## src/rtl/tlu_word_serializer.sv

```systemverilog
// tlu_word_serializer: pops 32-bit TLU words and streams them as FWFT 16-bit half-words on BUS_CLK.
// Optional delivered-word counter at addr 2..5 when TLU_SERIALIZER_CNT_EN is defined.
module tlu_word_serializer #(
  parameter int         ABUSWIDTH = 16,
  parameter logic [7:0] VERSION   = 8'd1
) (
  input  logic                 BUS_CLK,
  input  logic                 RST,
  input  logic [ABUSWIDTH-1:0] BUS_ADD,
  input  logic [7:0]           BUS_DATA_IN,
  output logic [7:0]           BUS_DATA_OUT,
  input  logic                 BUS_WR,
  input  logic                 BUS_RD,
  input  logic                 IN_EMPTY,
  input  logic [31:0]          IN_DATA,
  output logic                 IN_READ,
  output logic                 FIFO_EMPTY_OUT,
  output logic [15:0]          FIFO_DATA_OUT,
  input  logic                 FIFO_READ_NEXT_IN
);
  typedef enum logic [1:0] {S_EMPTY, S_FIRST, S_SECOND} state_t;
  state_t      state_q, state_d;
  logic [31:0] word_q;
  logic        enable_q, hi_first_q;
  logic [7:0]  bus_data_q, rd_d, cnt_byte;
  logic        irst, load;
  logic        unused_ok;
  assign unused_ok = ^BUS_DATA_IN[7:2];
  assign irst = RST | (BUS_WR & (BUS_ADD == '0));
  assign load = enable_q & ~IN_EMPTY &
                ((state_q == S_EMPTY) | ((state_q == S_SECOND) & FIFO_READ_NEXT_IN));
  assign IN_READ = load & ~irst;
  assign FIFO_EMPTY_OUT = state_q == S_EMPTY;
  assign FIFO_DATA_OUT = ((state_q == S_SECOND) ^ hi_first_q) ? word_q[31:16] : word_q[15:0];
  assign BUS_DATA_OUT = bus_data_q;
  always_comb begin
    state_d = load ? S_FIRST
            : FIFO_READ_NEXT_IN ? ((state_q == S_FIRST) ? S_SECOND : S_EMPTY)
            : state_q;
  end
  always_ff @(posedge BUS_CLK) begin
    if (irst) begin
      state_q    <= S_EMPTY;
      word_q     <= '0;
      enable_q   <= 1'b0;
      hi_first_q <= 1'b0;
    end else begin
      state_q <= state_d;
      if (load) word_q <= IN_DATA;
      if (BUS_WR && BUS_ADD == ABUSWIDTH'(1)) {hi_first_q, enable_q} <= BUS_DATA_IN[1:0];
    end
  end
`ifdef TLU_SERIALIZER_CNT_EN
  logic [31:0] cnt_q, shadow_q;
  // reading the LSB snapshots the whole counter so bytes 1..3 stay coherent
  always_ff @(posedge BUS_CLK) begin
    if (irst) begin
      cnt_q    <= '0;
      shadow_q <= '0;
    end else begin
      if ((state_q == S_SECOND) && FIFO_READ_NEXT_IN) cnt_q <= cnt_q + 32'd1;
      if (BUS_RD && BUS_ADD == ABUSWIDTH'(2)) shadow_q <= cnt_q;
    end
  end
  always_comb begin
    cnt_byte = (BUS_ADD == ABUSWIDTH'(2)) ? cnt_q[7:0]
             : (BUS_ADD == ABUSWIDTH'(3)) ? shadow_q[15:8]
             : (BUS_ADD == ABUSWIDTH'(4)) ? shadow_q[23:16]
             : (BUS_ADD == ABUSWIDTH'(5)) ? shadow_q[31:24]
             : 8'h00;
  end
`else
  assign cnt_byte = 8'h00;
`endif
  always_comb begin
    rd_d = (BUS_ADD == '0) ? VERSION
         : (BUS_ADD == ABUSWIDTH'(1)) ? {6'b0, hi_first_q, enable_q}
         : cnt_byte;
  end
  always_ff @(posedge BUS_CLK) begin
    if (RST) bus_data_q <= 8'h00;
    else if (BUS_RD) bus_data_q <= rd_d;
  end
endmodule

```

## config.mk

```make
export PLATFORM = sky130hd
export DESIGN_NAME = tlu_word_serializer
export DESIGN_NICKNAME = d
export VERILOG_FILES = /design/src/rtl/tlu_word_serializer.sv
export SDC_FILE = /design/constraint.sdc
export NUM_CORES = 1
export LEC_CHECK = 0
export CAP_MARGIN = 40
export CORE_MARGIN = 2
export CORE_UTILIZATION = 42
export CTS_CLUSTER_DIAMETER = 30
export DETAILED_ROUTE_END_ITERATION = 8
export PLACE_DENSITY = 0.95
export SYNTH_ARGS = -nofsm -noshare
export SYNTH_HDL_FRONTEND = slang
export SYNTH_SLANG_ARGS = --single-unit
```

## constraint.sdc

```tcl
create_clock -name BUS_CLK -period 3.6 [get_ports BUS_CLK]
set_input_delay 0.54 -clock BUS_CLK [delete_from_list [all_inputs] [get_ports BUS_CLK]]
set_output_delay 0.54 -clock BUS_CLK [all_outputs]
set_load 0.02 [all_outputs]
```

### Word-level counts from Yosys, hierarchy flattened

Cells that the tools add are included.

* multiplexer cells: 6
* multiply operators: 0
* shift-type cells: 0
* eq/ne operators: 3
* reduce and logical (&&, ||, !) cells: 5
* bitwise gates (word level): 10
* $add $sub $neg: 0
* divide/modulo/power cells: 0
* $lt $le $gt $ge: 0

Operator list (count)
* 16-bit by 1-bit == test with 1-bit output (second input constant): 1
* 16-bit zero test: 1
* 16-bit two-way mux: 1
* 2-bit two-way mux: 3
* 1-bit AND: 5
* 2-bit by 1-bit == test with 1-bit output (second input constant): 1
* 2-bit == test (second input constant): 1
* 2-bit zero test: 1
* 1-bit two-way mux: 2
* 1-bit NOT: 2
* 1-bit OR: 2
* 2-bit nonzero test: 1
* 2-bit OR reduction: 1
* 1-bit logical AND: 1
* 1-bit bitwise XOR: 1

* latch bits: 0
* RAM bits: 0
* flip-flop bits (word level): 44
* bits in read-only memories: 0
* input bits: 62
* output and inout bits: 26
* word-level logic and storage cells: 30
* memories kept: 0

### Longest topological paths before layout

* depth in word-level cells: 5
* gate-level depth with buffers: 6
* depth with buffers taken out: 4

### Worst setup path after synthesis

Ideal clock, no wire load.

* path kind: input-to-output
* start point: input BUS_ADD[2]
* end point: output IN_READ
* arrival time: 1.571 ns
* stages: 6
* setup slack: 1.489 ns
* path buffers: 2
* data required time: 3.060 ns
* path through: nor3_1 and4_1 a31o_2 buf_6 buf_6 nor2_1

* word-level cells in the longest chain between the ends: 5

Ends and longest elaborated chain
* start: declaration: line 9 `input logic [ABUSWIDTH-1:0] BUS_ADD,`
* 16-bit zero test: line 29 `assign irst = RST | (BUS_WR & (BUS_ADD == '0));`
* 1-bit AND: line 29
* 1-bit OR: line 29
* 1-bit NOT: line 32 `assign IN_READ = load & ~irst;`
* 1-bit AND: line 32
* end: declaration: line 16 `output logic IN_READ,`

Every way passes these cells.

### Worst setup path in the final report

* start point: input BUS_ADD[13]
* end point: output IN_READ

The elaborated chain is that of the path after synthesis.

==> results.json <==
{
  "status": "completed",
  "grt_use_met2_pct": 31.4,
  "setup_viol": 0,
  "rows": 23,
  "io_buffer_count": 75,
  "worstPathMaxFanout": 4,
  "first_global_vias": 1486,
  "first_pass_iters": 4,
  "io_pins": 88,
  "peakVddDrop_mv": 0.171,
  "yosysTopAreaCell": "dfxtp_1",
  "skew_ns": 0.00506,
  "critical_path.max_stage_delay_ns": 0.64,
  "drive_above_1_share_pct": 10.6,
  "holdWs_ns": 0.453,
  "ys_seq_elements": 38,
  "p_per_area_nw_per_um2": 313,
  "critPathBufInv": 2,
  "worstPathRequired_ns": 3.06,
  "synth_top_area_share_pct": 44.5,
  "yosysSeqAreaShare_pct": 44.5,
  "cts_hold_buf": 0,
  "period_share_pct": 80.0,
  "insertedDiodeCount": 0,
  "worstHoldPathType": "flip-flop to flip-flop",
  "slew_headroom_pct": 58.5,
  "route.vias.total": 1571,
  "cp_slowest_cell": "clkdlybuf4s50_1",
  "worst_slew_pin_slew_ns": 0.623,
  "p_leak_nw": 0.895,
  "syn_avg_cell_area_um2": 8.50,
  "slew_violations": 0,
  "routed_wl_mm": 3.78,
  "nets": 335,
  "ant_nets": 0,
  "final_cell_mix": "clkdlybuf4s50_1 (75), nand2_1 (65), dfxtp_1 (38)",
  "antenna_found_initial": 0,
  "crit_arrival_ns": 2.34,
  "synth_enable_flop_cells": 0,
  "clock.fmax_mhz": 347,
  "vias_per_cell": 4.85,
  "htree_levels": 2,
  "end_kind": "output pin",
  "cts_buffer_depth": 2,
  "cpMostUsedCell": "clkdlybuf4s50_1",
  "grt_max_degree": 35,
  "die_width_um": 67.8,
  "max-cap-violations": 0,
  "cts_made_buffers": 5,
  "netlist_top_cells_area": "dfxtp_1 (45%), nand2_1 (14%), a21oi_1 (11%)",
  "die_h_um": 67.8,
  "routabilityCongestion": 0.743,
  "use_met3_pct": 4.67,
  "clk_pin_slew_ns": 0.06,
  "nFillCells": 344,
  "cts-root-buf": "clkbuf_8",
  "fp.coreArea_um2": 3940,
  "drc": 0,
  "rsz0062_at_grt": "no",
  "cts_num_sinks": 38,
  "cts_resized": 0,
  "hpwl_mm": 2.80,
  "wl_per_cell_um": 11.7,
  "grt.overflow.total": 0,
  "syn_inst": 201,
  "async_reset_ff_share_pct": 0,
  "start_kind": "input port",
  "grt.total_usage_pct": 17.6,
  "synth-main-ff-cell": "dfxtp_1",
  "synth.distinct_cells": 23,
  "crit_family": "buffers and inverters",
  "gr-usage-met1_pct": 20.1,
  "die_area_um2": 4590,
  "yosysWarnings": 0,
  "clk-insertion-delay-late_ns": 0.28,
  "areaGrowthSynthToFinish_pct": 47.4,
  "setup_tns_ns": 0,
  "initial_core_util_pct": 43.3,
  "grt_first_pass_wirelength_mm": 6.10,
  "drtIter0Drc": 53,
  "grt_busiest_layer": "met2",
  "final_common_cell": "clkdlybuf4s50_1",
  "postCtsSetupRepairBufs": 0,
  "r2r_slack_ns": 1.91,
  "cts_tree": "done",
  "cp_cell_sequence": "clkdlybuf4s50_1 -> nor4_1 -> and4_1 -> a31o_2 -> nor2_1 -> clkdlybuf4s50_1",
  "hold_viol": 0,
  "path_class": "input port to output pin",
  "period_needed_ns": 2.88,
  "syn_area_um2": 1710
}
worst paths after layout:
| check | start | to | depth (start not counted) |
|---|---|---|---|
| worst min register to register | word_q[4] | word_q[4] | 2 |
| worst max register to register | state_q[0] | word_q[1] | 5 |
| worst max-delay path | BUS_ADD[13] | IN_READ | 6 |
| worst min-delay path | word_q[4] | word_q[4] | 2 |
synth_stat cells, drive strengths merged, types with 2 or more instances:
cell type,instances
buf,18
mux2i,2
dfxtp,38
nor2,3
nand3b,3
nand2,65
nor4,3
nand2b,6
mux2,16
a21oi,36
metal layers:
metal / up-vias / part of all wire (%)
met5: - / 0
met4: 0 / 0.56
met3: 2 / 6.1
met2: 53 / 52
met1: 715 / 41
li1: 801 / -
layout make-up:
| type | count | area, um^2 | area share [%] |
|---|---|---|---|
| clock inverters | 1 | 5.00 | 0.199 |
| multi-input cells | 149 | 826 | 32.8 |
| clock buffers | 7 | 86.3 | 3.43 |
| inverters | 1 | 3.75 | 0.149 |
| flip-flops and latches | 38 | 761 | 30.2 |
| repair buffers | 78 | 773 | 30.7 |
| well taps | 50 | 62.6 | 2.49 |
state kept, by name, indices dropped and copies added (netlist names):
| name | count |
|---|---|
| hi_first_q | 1 |
| state_q | 2 |
| enable_q | 1 |
| BUS_DATA_OUT | 2 |
| word_q | 32 |
worst reg2reg max path, stage by stage (launching register included):
cell	delay, ns
dfxtp_1	0.37
nor2_1	0.15
and3_1	0.53
buf_4	0.32
nand2_1	0.10
a21oi_1	0.14
through the flow:
step / std cells / worst slack (ns) / area (um^2) / utilization [%] / power (mW)
floorplan: 206 / 1.49 / 1730 / - / 0.453
global placement: 316 / 0.734 / 2430 / 61.5 / 0.508
detailed placement: 316 / 0.725 / 2430 / 61.5 / 0.508
CTS: 324 / 0.724 / 2520 / 63.9 / 0.797
global route: 324 / 0.622 / 2520 / 63.9 / 0.824
finish: 324 / 0.721 / 2520 / 63.9 / 0.788
power breakdown:
group,switching [mW],total (mW),internal (mW)
Clock,0.135,0.290,0.154
Combinational,0.0225,0.0781,0.0556
Sequential,0.000000761,0.420,0.420
cells by family (layout without fill, tap and decap cells):
family	Yosys count	in the layout	share of synthesized area [%]
DFF	38	38	44.5
buffers and inverters	19	87	8.20
xor gates and xnor gates	1	1	1.61
and+or+nand+nor	86	86	22.2
muxes	18	18	11.7
AOI/OAI and AO/OA	38	38	11.5
other	1	6	0.220
Note: power is estimated with default switching activity, not from simulation.
==> patch, RTL diff (same flow settings) <==
Build with the macro `TLU_SERIALIZER_CNT_EN` defined.
--- a/src/rtl/tlu_word_serializer.sv
+++ b/src/rtl/tlu_word_serializer.sv
@@ -2,2 +2,4 @@
 // Optional delivered-word counter at addr 2..5 when TLU_SERIALIZER_CNT_EN is defined.
+`define TLU_SERIALIZER_CNT_EN
+
 module tlu_word_serializer #(
Behaviour: not the same (Yosys sat finds a counterexample within 10 cycles, from zero or initial values and one cycle with RST high).
==> patch against the unedited design <==
- worst setup slack worse by 360 ps
- critical path type unchanged
- area after synthesis grew to 2.6 times the old value
- clock power is 130% higher
- sequential power grew to 2.6 times the old value
- design area is 120% higher
- sequential share of layout area is 5.9 points higher
- count of clock-buffer cells in the layout is 4 higher
- power is 140% higher
- hold slack better by 1.7 ps
- sequential cell count is 62 higher
- wire length grew to 2.9 times the old value
==> patch: results <==
set metrics [dict create \
    status "finished clean" \
    synth_cell_type_count 41 \
    antenna_found_initial 0 \
    grt_pass1_wl_um 17800 \
    synth_seq_cells 100 \
    synth.net_count 604 \
    critPathMaxStageDelay_ps 550 \
    dp_hpwl_um 7540 \
    post_dp_cell_area_mm2 0.00537 \
    drt_iter0_drc 389 \
    cellLeakagePower_nw 1.85 \
    ys_warn_count 0 \
    worstMarginPinSlew_ps 745 \
    num_vias 4078 \
    hp-class "reg -> reg" \
    grt_pass1_vias 3863 \
    synth_commonest_cells "nand2_1 (136), dfxtp_1 (100), a21oi_1 (64)" \
    port_buffers 81 \
    cp_max_fo 5 \
    seq_area_frac_synth_pct 45.2 \
    synth_area_leaders "dfxtp_1 (45%), nand2_1 (12%), a21oi_1 (7.2%)" \
    fill_cells 872 \
    clock_skew_ps 15.2 \
    nNetsFinal 675 \
    cts_buffers 9 \
    cts_max_level 3 \
    top_regs "cnt_q (32), word_q (32), shadow_q (24)" \
    grt_max_degree 79 \
    clk_latency_ps 370 \
    dr.pass1.iters 5 \
    place_congestion 0.826 \
    post_cts_resized 0 \
    vdd_drop_max_uv 186 \
    grt_util_all_layers_pct 19.4 \
    arrival_ps 2700 \
    drive_gt1_share_pct 7.95 \
    postSynth.asyncResetShare_pct 0 \
    cts_setup_buffers 0 \
    routed_wl_um 11000 \
    crit_path_top_delay_cell "clkdlybuf4s50_1" \
    cts_buffer_depth 2 \
    clk_pin_slew_ps 90 \
]
[patch: path summary, 6_finish.rpt]
kind,slack (ps),depth (start not counted),from,to
worst min-delay path,450,2,shadow_q[25],shadow_q[25]
worst min register to register,450,2,shadow_q[25],shadow_q[25]
worst max register to register,1700,6,cnt_q[0],cnt_q[28]
worst max-delay path,360,6,BUS_ADD[11],IN_READ
[patch: critical path: cells and delay by family]
family                 cells  cell delay, ps
buffers and inverters      2             960
and+or+nand+nor            3             950
AOI/OAI and AO/OA          1             250
[patch: stage by stage]
step                      utilization (%)  instances  worst slack [ps]
after CTS                            53.9        752               287
after floorplan                         -        541              1250
final                                53.9        752               357
after global placement               51.9        736               423
after global routing                 53.9        752               139
after detailed placement             52.2        737               291
[patch: logic make-up after synthesis]
kind of cell    after synthesis  synth area share, %
fa+ha+maj                     1                0.283
flops                       100                 45.2
compound gates               92                 10.8
buf+inv                      34                 3.53
mux                          25                 6.10
xor+xnor                     29                 5.91
simple gates                260                 28.2
[patch: report_power, final]
part / switching, mW / internal, mW
logic: 0.0468 / 0.0666
registers: 0.00000134 / 1.11
clock network: 0.387 / 0.272
total: 0.434 / 1.44
[patch: cell type report]
| class | instances | area, um2 | share of cell area (%) |
|---|---|---|---|
| Multi-Input combinational cell | 407 | 2280 | 41.2 |
| Inverter | 4 | 15.0 | 0.271 |
| Clock inverter | 4 | 32.5 | 0.587 |
| Tap cell | 136 | 170 | 3.07 |
| Sequential cell | 100 | 2000 | 36.1 |
| Clock buffer | 11 | 141 | 2.55 |
| Timing Repair Buffer | 90 | 898 | 16.2 |
[patch: layer usage]
layer  track usage (%)  vias up  wire, um  share of wire, %
li1                  -     1986         -                 -
met1              23.2     1896      4510                41
met2              32.7      166      5470                50
met3              3.89       30       684               6.2
met4              10.7        0       368               3.3
met5                 0        -         0                 0
